==> src/rtl/mmu_pkg.sv <==
// Shared definitions for the MMU instruction encoder and decoder:
// field widths, instruction word layout and FSM state encoding.
package mmu_pkg;

  localparam int REG_W   = 4;
  localparam int MEM_W   = 4;
  localparam int SEL_W   = 4;
  localparam int FIELD_W = 2 + REG_W + MEM_W + SEL_W;
  localparam int INSTR_W = 30;
  localparam int HI_LSB  = 16;
  localparam int LO_MSB  = 13;

  typedef enum logic {
    IDLE  = 1'b0,
    BURST = 1'b1
  } state_t;

endpackage

==> src/rtl/mmu_instr_fifo.sv <==
// Synchronous FIFO with a registered head stage; o_full counts the head
// entry too, so total occupancy never exceeds DEPTH.
module mmu_instr_fifo #(
  parameter int DEPTH = 4,
  parameter int WIDTH = 30
) (
  input  logic             clk,
  input  logic             rst_n,
  input  logic             i_push,
  input  logic [WIDTH-1:0] i_wdata,
  input  logic             i_ready,
  output logic             o_full,
  output logic             o_empty,
  output logic             o_valid,
  output logic [WIDTH-1:0] o_rdata
);

  localparam int AW = $clog2(DEPTH);
  localparam int CW = AW + 1;

  logic [WIDTH-1:0] r_mem [DEPTH];
  logic [AW-1:0]    r_wr_ptr;
  logic [AW-1:0]    r_rd_ptr;
  logic [CW-1:0]    r_count;
  logic             r_valid;
  logic [WIDTH-1:0] r_head;

  logic             w_push;
  logic             w_pop;
  logic             w_load;
  logic [CW-1:0]    w_mem_count;

  assign o_full      = (r_count == CW'(DEPTH));
  assign o_empty     = (r_count == '0);
  assign w_push      = i_push && !o_full;
  assign w_pop       = r_valid && i_ready;
  assign w_mem_count = r_count - CW'(r_valid);
  // Head refills only from words already stored, so a push is never visible the same cycle.
  assign w_load      = (w_mem_count != '0) && (!r_valid || w_pop);

  always_ff @(posedge clk) begin
    if (w_push) r_mem[r_wr_ptr] <= i_wdata;
  end

  always_ff @(posedge clk or negedge rst_n) begin
    if (!rst_n) begin
      r_wr_ptr <= '0;
      r_rd_ptr <= '0;
      r_count  <= '0;
      r_valid  <= 1'b0;
      r_head   <= '0;
    end else begin
      if (w_push) r_wr_ptr <= r_wr_ptr + AW'(1);
      r_count <= r_count + CW'(w_push) - CW'(w_pop);
      if (w_load) begin
        r_rd_ptr <= r_rd_ptr + AW'(1);
        r_valid  <= 1'b1;
        r_head   <= r_mem[r_rd_ptr];
      end else if (w_pop) begin
        r_valid  <= 1'b0;
      end
    end
  end

  assign o_valid = r_valid;
  assign o_rdata = r_head;

endmodule

==> src/rtl/mmu_encoder.sv <==
// Packs load/store requests into 30-bit MMU instruction words, expanding bursts.
// Define MMU_ENCODER_PARITY_EN to fill instruction[15:14] with half-word parity.
module mmu_encoder
  import mmu_pkg::*;
#(
  parameter int DEPTH = 4
) (
  input  logic               clk,
  input  logic               rst_n,
  input  logic               req_valid,
  output logic               req_ready,
  input  logic               req_ld,
  input  logic               req_st,
  input  logic [REG_W-1:0]   req_reg_addr,
  input  logic [MEM_W-1:0]   req_mem_addr,
  input  logic [SEL_W-1:0]   req_sl_select,
  input  logic [3:0]         req_len,
  output logic               instr_valid,
  input  logic               instr_ready,
  output logic [INSTR_W-1:0] instruction,
  output logic               err_invalid,
  output logic               busy
);

  state_t             r_state;
  state_t             w_state_next;
  logic               r_ld;
  logic               r_st;
  logic [REG_W-1:0]   r_reg;
  logic [MEM_W-1:0]   r_mem;
  logic [SEL_W-1:0]   r_sel;
  logic [3:0]         r_cnt;
  logic               r_err;

  logic               w_accept;
  logic               w_op_ok;
  logic               w_push;
  logic               w_full;
  logic               w_empty;
  logic [FIELD_W-1:0] w_hi;
  logic [FIELD_W-1:0] w_lo;
  logic [1:0]         w_par;
  logic [INSTR_W-1:0] w_word;

  assign w_accept = req_valid && (r_state == IDLE);
  assign w_op_ok  = req_ld ^ req_st;
  assign w_push   = (r_state == BURST) && !w_full;

  always_ff @(posedge clk or negedge rst_n) begin
    if (!rst_n) r_state <= IDLE;
    else        r_state <= w_state_next;
  end

  always_comb begin
    w_state_next = r_state;
    case (r_state)
      IDLE:    if (w_accept && w_op_ok)    w_state_next = BURST;
      BURST:   if (w_push && r_cnt == 4'd0) w_state_next = IDLE;
      default: w_state_next = IDLE;
    endcase
  end

  always_ff @(posedge clk or negedge rst_n) begin
    if (!rst_n) begin
      r_ld  <= 1'b0;
      r_st  <= 1'b0;
      r_reg <= '0;
      r_mem <= '0;
      r_sel <= '0;
      r_cnt <= '0;
      r_err <= 1'b0;
    end else begin
      r_err <= w_accept && !w_op_ok;
      if (w_accept && w_op_ok) begin
        r_ld  <= req_ld;
        r_st  <= req_st;
        r_reg <= req_reg_addr;
        r_mem <= req_mem_addr;
        r_sel <= req_sl_select;
        r_cnt <= req_len;
      end else if (w_push) begin
        r_mem <= r_mem + MEM_W'(1);
        r_cnt <= r_cnt - 4'd1;
      end
    end
  end

  // Low half carries the same fields as the high half in mirrored order.
  assign w_hi = {r_st, r_ld, r_reg, r_mem, r_sel};
  assign w_lo = {r_sel, r_mem, r_reg, r_ld, r_st};
`ifdef MMU_ENCODER_PARITY_EN
  assign w_par = {^w_hi, ^w_lo};
`else
  assign w_par = 2'b00;
`endif
  assign w_word = {w_hi, w_par, w_lo};

  mmu_instr_fifo #(
    .DEPTH(DEPTH),
    .WIDTH(INSTR_W)
  ) u_fifo (
    .clk     (clk),
    .rst_n   (rst_n),
    .i_push  (w_push),
    .i_wdata (w_word),
    .i_ready (instr_ready),
    .o_full  (w_full),
    .o_empty (w_empty),
    .o_valid (instr_valid),
    .o_rdata (instruction)
  );

  assign req_ready   = (r_state == IDLE);
  assign err_invalid = r_err;
  assign busy        = (r_state == BURST) || !w_empty;

endmodule

==> config.mk <==
export PLATFORM = sky130hd
export DESIGN_NAME = mmu_encoder
export DESIGN_NICKNAME = d
export VERILOG_FILES = /design/src/rtl/mmu_pkg.sv /design/src/rtl/mmu_instr_fifo.sv /design/src/rtl/mmu_encoder.sv
export SDC_FILE = /design/constraint.sdc
export NUM_CORES = 1
export LEC_CHECK = 0
export ABC_AREA = 1
export CORE_MARGIN = 5
export CORE_UTILIZATION = 43
export DETAILED_ROUTE_END_ITERATION = 7
export SKIP_CTS_REPAIR_TIMING = 1
export SYNTH_ARGS = -nofsm -noshare
export SYNTH_HDL_FRONTEND = slang
export SYNTH_SLANG_ARGS = --single-unit
==> constraint.sdc <==
create_clock -name clk -period 4.47 [get_ports clk]
set_input_delay 0.894 -clock clk [delete_from_list [all_inputs] [get_ports clk]]
set_output_delay 0.894 -clock clk [all_outputs]
set_load 0.02 [all_outputs]
* Word-level counts from Yosys, hierarchy flattened
Memory sizes are Yosys's and may differ from the RTL's. A register that Yosys moved wholly into a read port is not among the register bits.
Index checks and enable logic that the tools add are counted.
** Word-level totals
- Flip-flop bits (word level) :: 58
- RAM bits :: 112
- Output and inout port bits :: 34
- Memories kept :: 1
** Memory list
- u_fifo.r_mem :: words 4, bits a word 28, rd ports 1, clocked after memory_dff 1, write ports 1, RTL line mmu_instr_fifo.sv:21 : logic [WIDTH-1:0] r_mem [DEPTH];
** Cells by class
- $add $sub $neg :: 7
- Equality and inequality tests :: 1
- Muxes and demuxes :: 11
- Bitwise gates (word level) :: 2
- Reductions and logical operators :: 20
** Operator list (count)
- two-way mux 4 bit :: 4
- logical AND 1 bit :: 8
- two-way mux 1 bit :: 6
- subtractor 3 x 1 -> 3 bit :: 2
- zero test 1 bit :: 5
- adder 2 x 1 -> 2 bit (second input constant) :: 2
- adder 4 x 1 -> 4 bit (second input constant) :: 1
- zero test 4 bit :: 1
- nonzero test 2 bit :: 2
- subtractor 4 x 1 -> 4 bit (second input constant) :: 1
- adder 3 x 1 -> 3 bit :: 1
- == test 3 bit (second input constant) :: 1
- zero test 3 bit :: 1
- nonzero test 3 bit :: 1
- logical OR 1 bit :: 2
- one-hot mux 1 bit (2 select lines) :: 1
- inverter 1 bit :: 1
- bitwise XOR 1 bit :: 1

* Depth between registers and ports, before layout
Gate-level depths: netlist of run 1.
- Depth after elaboration :: 6
- Gate-level depth with buffers :: 10

* By module
From an unflattened synthesis of run 1, not the netlist that was laid out.
** Unflattened totals
- Cells, all modules :: 634
- Area, all modules :: 7258.2 sq um
** By module, submodules not included
- mmu_instr_fifo :: times used 1, cells each 509, area an instance 6239.7 sq um, seq. area each 4554.4 sq um
- mmu_encoder :: times used 1, cells each 125, area an instance 1018.5 sq um, seq. area each 500.5 sq um

* Worst setup path after synthesis of run 1
OpenSTA, ideal clock, no wires.
- Path type :: input-to-reg
- From :: input port instr_ready
- To :: register u_fifo.r_count[2]
- Library setup time :: 129 ps
- Arrival :: 2092 ps
- Slack :: 2250 ps
- Stages :: 8
- Path buffers :: 0
- Cell sequence :: nand2_1 -> inv_1 -> ha_1 -> inv_1 -> ha_1 -> fa_1 -> xnor2_1 -> xor2_1
** Between the ends
- Cells in the longest elaborated chain, start to end :: 2
** Ends and longest elaborated chain
- start: declaration :: RTL line mmu_encoder.sv:19 : input logic instr_ready,
- logical AND 1 bit :: RTL line mmu_instr_fifo.sv:36 : assign w_pop = r_valid && i_ready;
- subtractor 3 x 1 -> 3 bit :: RTL line mmu_instr_fifo.sv:54 : r_count <= r_count + CW'(w_push) - CW'(w_pop);
- end signal: assignment :: RTL line mmu_instr_fifo.sv:54
- end: declaration :: RTL line mmu_instr_fifo.sv:24 : logic [CW-1:0] r_count;
Every way passes these cells.
A chain may end at the register's enable or synchronous reset.

* Final worst setup path of run 1
- From :: register r_state
- To :: output port busy
** Between the ends
- Cells in the longest elaborated chain, start to end :: 1
** Ends and longest elaborated chain
- start: declaration :: RTL line mmu_encoder.sv:25 : state_t r_state;
- start signal: assignment :: RTL line mmu_encoder.sv:51 : else r_state <= w_state_next;
- logical OR 1 bit :: RTL line mmu_encoder.sv:115 : assign busy = (r_state == BURST) || !w_empty;
- end: declaration :: RTL line mmu_encoder.sv:22 : output logic busy
Every way passes these cells.

==> results of run 1 <==
## cells in the final DEF, fill, tap and decap left out, types with 2 or more instances in the layout
cell type and count:
o21ai_0 40, nand2_2 2, nand3_1 26, xnor2_1 2
buf_4 4, nand2_1 95, dfrtp_1 42, nand3b_1 6
ha_1 10, nand2_4 3, inv_1 26, inv_6 3
bufinv_16 2, edfxtp_1 56, o21ai_1 6, inv_2 3
nor2_1 49, clkdlybuf4s50_1 52, conb_1 2, clkbuf_8 9
xor2_1 3
## critical path, stage by stage, from the launching register on
cell and delay [ns]:
dfrtp_1 0.49, inv_1 0.10, nand3_1 0.09, clkdlybuf4s50_1 0.60
## metal layers
| metal | track usage [%] | vias to the layer above | share of wire [%] |
|---|---|---|---|
| li1 | - | 1410 | - |
| met3 | 2.330 | 8 | 4.0 |
| met2 | 20.45 | 58 | 43 |
| met1 | 20.46 | 1286 | 51 |
| met4 | 5.277 | 0 | 1.3 |
| met5 | 0 | - | 0 |
## area by class of cell
class	count	area (um2)
timing repair buffer	57	555.5
sequential	98	2733
clock inverter	7	98.84
inverter	30	115.1
multi-input combinational	251	1234
tap	133	166.4
clock buffer	9	123.9
fill	933	4748
## worst paths after layout
kind                               startpoint            endpoint  slack, ns  cells after the start
setup / recovery                      r_state                busy       1.95                      3
hold / removal                       r_cnt[0]            r_cnt[0]       0.49                      2
setup reg to reg           u_fifo.r_rd_ptr[0]   u_fifo.o_rdata[2]       2.11                      5
hold reg to reg                      r_cnt[0]            r_cnt[0]       0.49                      2
max in group asynchronous               rst_n  u_fifo.o_rdata[16]       3.17                      1
min in group asynchronous               rst_n            r_reg[1]       0.67                      1
## cells by family after synthesis
family	count (synthesis)	share of synthesized area, %
simple gates	187	18.73
flops	98	63.43
buf+inv	61	8.016
compound gates	46	5.344
fa+ha+maj	11	3.369
other cells	1	0.08705
xor+xnor	5	1.017
## stage by stage
step	instances	util, %
6_report	585	51.42
4_1_cts	585	51.42
2_1_floorplan	410	-
5_1_grt	585	51.42
3_5_place_dp	569	49.14
3_3_place_gp	569	49.14
## power by group through the flow
stage	sequential (W)	clock [W]	combinational (W)
2_1_floorplan	0.00169	0	0.00110
3_3_place_gp	0.00168	0	0.00152
3_5_place_dp	0.00170	0	0.00155
4_1_cts	0.00168	0.000642	0.00155
5_1_grt	0.00173	0.000680	0.00175
6_report	0.00168	0.000623	0.00152
==> metrics, run 1 <==
largest net degree at the start of global routing 43; Vias between 2k and 3k; Yosys cell types 28; Area contributors post-synth edfxtp_1 (39%), dfrtp_1 (24%), nand2_1 (8.3%); num ports 56; initial DRC count 128; Nets 480; CP Launch Type flop; Slew Viols, Final 0; post-synth top area cell edfxtp_1; CP Max Fanout 5; worst slew pin tran 0.9643 ns; placer congestion estimate between 0.7 and 0.8; Detailed Routing Iterations Pass 1 4; max reg flops 56; Crit path required time between 3 and 4 ns; vias per cell between 4 and 5; TritonCTS Buffers 9; synthesized instance count approximately 400; post-synth top area share 39.04%; Root Driver clkbuf_8; clock sinks between 90 and 100; Reg with most FFs u_fifo.r_mem; hold_ws 0.4889 ns; post-route cell area roughly 5000 um2; RSZ-0062 raised after global routing no; clock skew between 0.01 and 0.015 ns; number of port buffers between 50 and 60; total track usage roughly 14%; Flop pwr share between 40 and 50%; Pleak roughly 2.1 nW; EDFF count, synth between 50 and 60; DRC viols 0; antenna cell count 0; DP HPWL 4.972 mm; switching part of the total 38.95%; max capacitance violation total 0; Pint about 0.0023 W; initial antenna violation count 0; CTS Buffer Depth 2; count leader, synth nand2_1; final setup vio count 0; Clock power frac approximately 16%; DRT Wirelength 7.539 mm; Final Power between 0.003 and 0.004 W; DRT antenna net count 0; Core Footprint about 9800 um2; Syn Std Cell Area 4308 um2; Worst-path clk slew around 0.1 ns; Yosys Warn Count 0; Final Critical Period 2.516 ns; post-synthesis sequential area ratio a little under two thirds; Pwr Density ~760 nW/um2; Sum Neg Setup Slack 0 ns; Post-synth top cells nand2_1 (95), edfxtp_1 (56), nor2_1 (49); most used flip-flop cell after synthesis edfxtp_1; critical path arrival approximately 1.6 ns; Initial Util around 44%; Gate power share 39.8%; chip height around 110 um; Die ar. about 12000 um2; status completed; Clock Latency Late Sink 0.35 ns; WL/cell around 13 um; Peak Freq ~0.4 GHz; Congestion Overflow GR 0; Critical Path End Type output port; area grow syn2layout 16.67%; Horiz. Die Dim roughly 110 um; Fin. Hold Viols 0; crit path kind flop to output port; register bit total from synthesis between 90 and 100; Row Count 36; Placed Area 4803 um2; layout cells sized above 1 around 7.1%; final worst slack 1.954 ns; VDD IR max around 0.00027 V; net load switching power about 0.0015 W; Slew HR 35.71%; Post-synth ARST share between 40% and 50%; HP Class flop to flop; Syn Area/Cell around 11 um2; first-pass GRT wire length about 13 mm; Tcrit/Tclk final between 50% and 60%; pre-CTS WS between 1.5 and 2 ns; vias in the first global route about 2.6k; H-tree depth 3; TritonCTS clock tree yes
Power figures use the tool's default switching activity.
==> run 2, diff against run 1 <==
- clock period: 4.47 -> 2.6 ns (I/O delays scaled with it)
==> metrics, run 2 (synthesis gave the netlist of run 1 again) <==
CP Launch Type flop; CP Max Fanout 5 (unchanged); initial DRC count 144 (+13%); DRC viols 0 (unchanged); number of port buffers 53 (unchanged); Reg with most FFs u_fifo.r_mem; Tcrit/Tclk final a little over four fifths; placer congestion estimate 0.7292 (-0.90%); clock skew 0.01054 ns (-0.001966 ns); Worst-path clk slew 0.10 ns (about the same); largest net degree at the start of global routing 30 (-30%); Vias 2720 (-1.5%); Detailed Routing Iterations Pass 1 4 (unchanged); crit path kind flop to output port; final setup vio count 0 (unchanged); Placed Area 4833 um2 (+0.63%); Fin. Hold Viols 0 (unchanged); Die ar. 12120 um2 (unchanged); total track usage 13.32% (-0.51 points); most frequent cells in the layout nand2_1 (95), edfxtp_1 (56), clkdlybuf4s50_1 (52); Critical Path End Type output port; Row Count 36 (unchanged); critical path arrival 1.65 ns (+0.03 ns); Worst R2R Path Depth 8 (+3); CTS Buffer Depth 2 (unchanged); HP Class primary input to async pin; Horiz. Die Dim 110.1 um (unchanged); Initial Util 44.07% (unchanged); antenna cell count 0 (unchanged); chip height 110.1 um (unchanged); worst slew pin tran 0.8438 ns (-0.1205 ns); VDD IR max 0.0004016 V (+50%); DP HPWL 5.060 mm (+1.8%); layout cells sized above 1 8.114% (+1.0 points); Slew Viols, Final 0 (unchanged); Pleak 2.133 nW (about the same); Peak Freq 0.4615 GHz; RSZ-0062 raised after global routing no; status completed; WL/cell 12.73 um (-1.2%); Crit path required time 2.08 ns (-1.50 ns); most common cell after layout, fill and taps aside nand2_1; post-route cell area 5016 um2 (-0.20%); TritonCTS Buffers 9 (unchanged); DRT Wirelength 7.496 mm (-0.57%); Nets 484 (+0.83%); max capacitance violation total 0 (unchanged); Congestion Overflow GR 0 (unchanged); first-pass GRT wire length 12.27 mm (-4.7%); clock sinks 98 (unchanged); num ports 56 (unchanged); vias in the first global route 2548 (-2.5%); Core Footprint 9774 um2 (unchanged); Sum Neg Setup Slack 0 ns (unchanged); Slew HR 43.68% (+8.0 points); Final Critical Period between 2 and 2.5 ns; Clock Latency Late Sink 0.35 ns (about the same); Root Driver clkbuf_8; TritonCTS clock tree yes; max reg flops 56 (unchanged); final-layout fill cell count 905 (-3.0%); Pwr Density 1283 nW/um2 (+69%); area grow syn2layout 16.44%; DRT antenna net count 0 (unchanged); vias per cell 4.618 (-2.2%); H-tree depth 3 (unchanged); initial antenna violation count 0 (unchanged)
run 2: stage by stage:
| stage | instances | setup slack, ns | total power, W | hold slack [ns] | util, % |
|---|---|---|---|---|---|
| final | 589 | 0.4334 | 0.006435 | 0.1113 | 51.32 |
| after global routing | 589 | 0.3189 | 0.006970 | 0.1377 | 51.32 |
| after CTS | 589 | 0.4034 | 0.006519 | 0.1236 | 51.32 |
| after detailed placement | 573 | 0.2367 | 0.005599 | 0.4709 | 49.45 |
| after global placement | 573 | 0.2907 | 0.005528 | 0.4696 | 49.45 |
| after floorplan | 410 | 0.7536 | 0.004786 | 0.2244 | - |
run 2: path summary, 6_finish.rpt:
check,slack (ns),to,start
setup / recovery,0.43,busy,r_state
hold / removal,0.11,r_reg[1],rst_n
setup reg to reg,0.54,u_fifo.r_count[2],u_fifo.r_count[1]
hold reg to reg,0.49,r_cnt[0],r_cnt[0]
max in group asynchronous,1.79,r_mem[3],rst_n
min in group clk,0.49,r_cnt[0],r_cnt[0]
run 2: final cells by class:
type | instances | area, um2 | area share (%)
clock buffers | 9 | 123.9 | 2.469
inverters | 30 | 115.1 | 2.295
flip-flops and latches | 98 | 2733 | 54.48
clock inverters | 7 | 58.81 | 1.172
repair buffers | 61 | 585.6 | 11.67
multi-input cells | 251 | 1234 | 24.59
well taps | 133 | 166.4 | 3.318
run 2: per-layer routing:
metal | GRT usage (%) | vias to the layer above | wire (um)
met4 | 5.277 | 0 | 78
met1 | 18.53 | 1234 | 3614
met3 | 2.504 | 7 | 448
met2 | 20.71 | 69 | 3354
li1 | - | 1410 | -
met5 | 0 | - | 0
run 2: critical path: stages, from the launching register on:
cell             delay, ns
dfrtp_1               0.50
inv_1                 0.10
nand3_1               0.09
clkdlybuf4s50_1       0.60
run 2: power breakdown:
group | switching, W | internal (W)
combinational | 0.00165 | 0.00106
sequential | 0.000392 | 0.00243
clock | 0.000544 | 0.000367
total | 0.00258 | 0.00385
==> run 3, diff against run 2 <==
- clock period: 2.6 -> 2.15 ns (I/O delays scaled with it)
==> metrics, run 3 (synthesis gave the netlist of run 1 again) <==
Row Count 36 (unchanged); area grow syn2layout 17.31%; post-layout util 51.70% (+0.38 points); clock skew 0.01099 ns (+0.0004505 ns); VDD IR max 0.0005430 V (+35%); Tcrit/Tclk final 93.06%; H-tree depth 3 (unchanged); most common cell after layout, fill and taps aside nand2_1; Worst-path clk slew 0.10 ns (about the same); CP Launch Type flop; TritonCTS Buffers 9 (unchanged); DRT antenna net count 0 (unchanged); layout cells sized above 1 8.932% (+0.82 points); most frequent cells in the layout nand2_1 (95), edfxtp_1 (56), clkdlybuf4s50_1 (52); HP Class primary input to async pin; Crit path required time 1.72 ns (-0.36 ns); Clock Latency Late Sink 0.37 ns (+0.02 ns); Core Footprint 9774 um2 (unchanged); max capacitance violation total 0 (unchanged); crit path kind flop to output port; TritonCTS clock tree yes; placer congestion estimate 0.7421 (+1.8%); Nets 487 (+0.62%); critical path arrival 1.57 ns (-0.08 ns); Worst path top cell family by delay buffers and inverters; DRT Wirelength 7.661 mm (+2.2%); chip height 110.1 um (unchanged); Highest Signal Layer met4; number of port buffers 53 (unchanged); first-pass GRT wire length 13.06 mm (+6.5%); vias per cell 4.637 (+0.41%); final-layout fill cell count 916 (+1.2%); Fin. Hold Viols 0 (unchanged); largest net degree at the start of global routing 31 (+3.3%); CP Max Fanout 5 (unchanged); Critical Path End Type output port; final setup vio count 0 (unchanged); WL met3 398 um (-11%); DP HPWL 5.177 mm (+2.3%); slowest CP cell clkdlybuf4s50_1; total track usage 14.40% (+1.1 points); WL/cell 12.94 um (+1.7%); Pint 0.004685 W (+22%); max reg flops 56 (unchanged); Final Critical Period about 2.0 ns; Horiz. Die Dim 110.1 um (unchanged); Gate power share 42.1% (about the same); Root Driver clkbuf_8; Pleak 2.148 nW (+0.69%); Slew Viols, Final 0 (unchanged); Vias 2745 (+0.92%); initial DRC count 158 (+9.7%); antenna cell count 0 (unchanged); Reg with most FFs u_fifo.r_mem; num ports 56 (unchanged); switching part of the total 40.13% (about the same); initial antenna violation count 0 (unchanged); Die ar. 12120 um2 (unchanged); status completed; hold_ws 0.0007901 ns (-0.1105 ns); CP cell instances inv_1 > nand3_1 > clkdlybuf4s50_1; Initial Util 44.07% (unchanged); M1 WL 3.806 mm (+5.3%); Detailed Routing Iterations Pass 1 4 (unchanged); Worst Path Buf+Inv 2 (unchanged); CTS Buffer Depth 2 (unchanged); vias in the first global route 2656 (+4.2%); net load switching power 0.003140 W (+22%); Post-Layout Cell Count 592 (+0.51%); Clock power frac 14.2% (about the same); met2 routed WL 3.277 mm (-2.3%); Congestion Overflow GR 0 (unchanged); Pwr Density 1549 nW/um2 (+21%); clock sinks 98 (unchanged); RSZ-0062 raised after global routing no; Peak Freq about 0.50 GHz; Placed Area 4868 um2 (+0.72%); post-route cell area 5054 um2 (+0.75%); DRC viols 0 (unchanged); placed cell count 576 (+0.52%); Flop pwr share 43.7% (about the same); CP max stage delay 0.60 ns (about the same)
run 3: cell count changes in the layout (fill, tap and decap cells not counted), sizes merged:
| cell | change |
|---|---|
| inv | -2 |
| clkinv | +1 |
| clkinvlp | +1 |
| buf | +3 |
run 3: worst register-to-register path: stages (launching register included):
cell and delay, ns:
dfrtp_1 0.44, nor2_2 0.11, nand2_1 0.11, nand2_2 0.08, inv_1 0.09, ha_1 0.21, fa_1 0.37, xnor2_1 0.14
xor2_1 0.14
run 3: through the flow:
| step | setup TNS [ns] | power [W] | setup slack [ns] |
|---|---|---|---|
| 6_report | 0 | 0.007826 | 0.1493 |
| 4_1_cts | 0 | 0.007942 | 0.03696 |
| 3_3_place_gp | -0.07830 | 0.006725 | -0.07830 |
| 3_5_place_dp | -0.09775 | 0.006819 | -0.09775 |
| 5_1_grt | 0 | 0.008548 | 0.06768 |
| 2_1_floorplan | 0 | 0.005788 | 0.3126 |
run 3: layout make-up:
class / count / area [um2] / share of cell area, %
multi-input cells: 251 / 1234 / 24.41
clock buffers: 9 / 123.9 / 2.451
repair buffers: 64 / 620.6 / 12.28
inverters: 30 / 115.1 / 2.278
well taps: 133 / 166.4 / 3.293
flip-flops and latches: 98 / 2734 / 54.10
clock inverters: 7 / 60.06 / 1.188
run 3: final timing paths:
kind	depth (start not counted)	slack, ns	startpoint	end
setup / recovery	3	0.15	r_state	busy
hold / removal	1	0.0008	rst_n	r_st
setup reg to reg	8	0.34	u_fifo.r_count[1]	u_fifo.r_count[2]
hold reg to reg	2	0.49	r_cnt[0]	r_cnt[0]
max in group asynchronous	2	1.62	rst_n	r_state
min in group clk	2	0.49	r_cnt[0]	r_cnt[0]
run 3: power groups by stage:
stage	combinational (W)	clock, W	sequential, W
3_3_place_gp	0.00330	0	0.00342
4_1_cts	0.00337	0.00115	0.00342
5_1_grt	0.00378	0.00124	0.00352
3_5_place_dp	0.00336	0	0.00346
6_report	0.00330	0.00111	0.00342
2_1_floorplan	0.00228	0	0.00351
run 3: metal layers:
layer  GRT usage, %  vias up
li1               -     1415
met2          21.32       67
met3          2.854       12
met4          7.828        0
met1          19.98     1251
met5              0        -
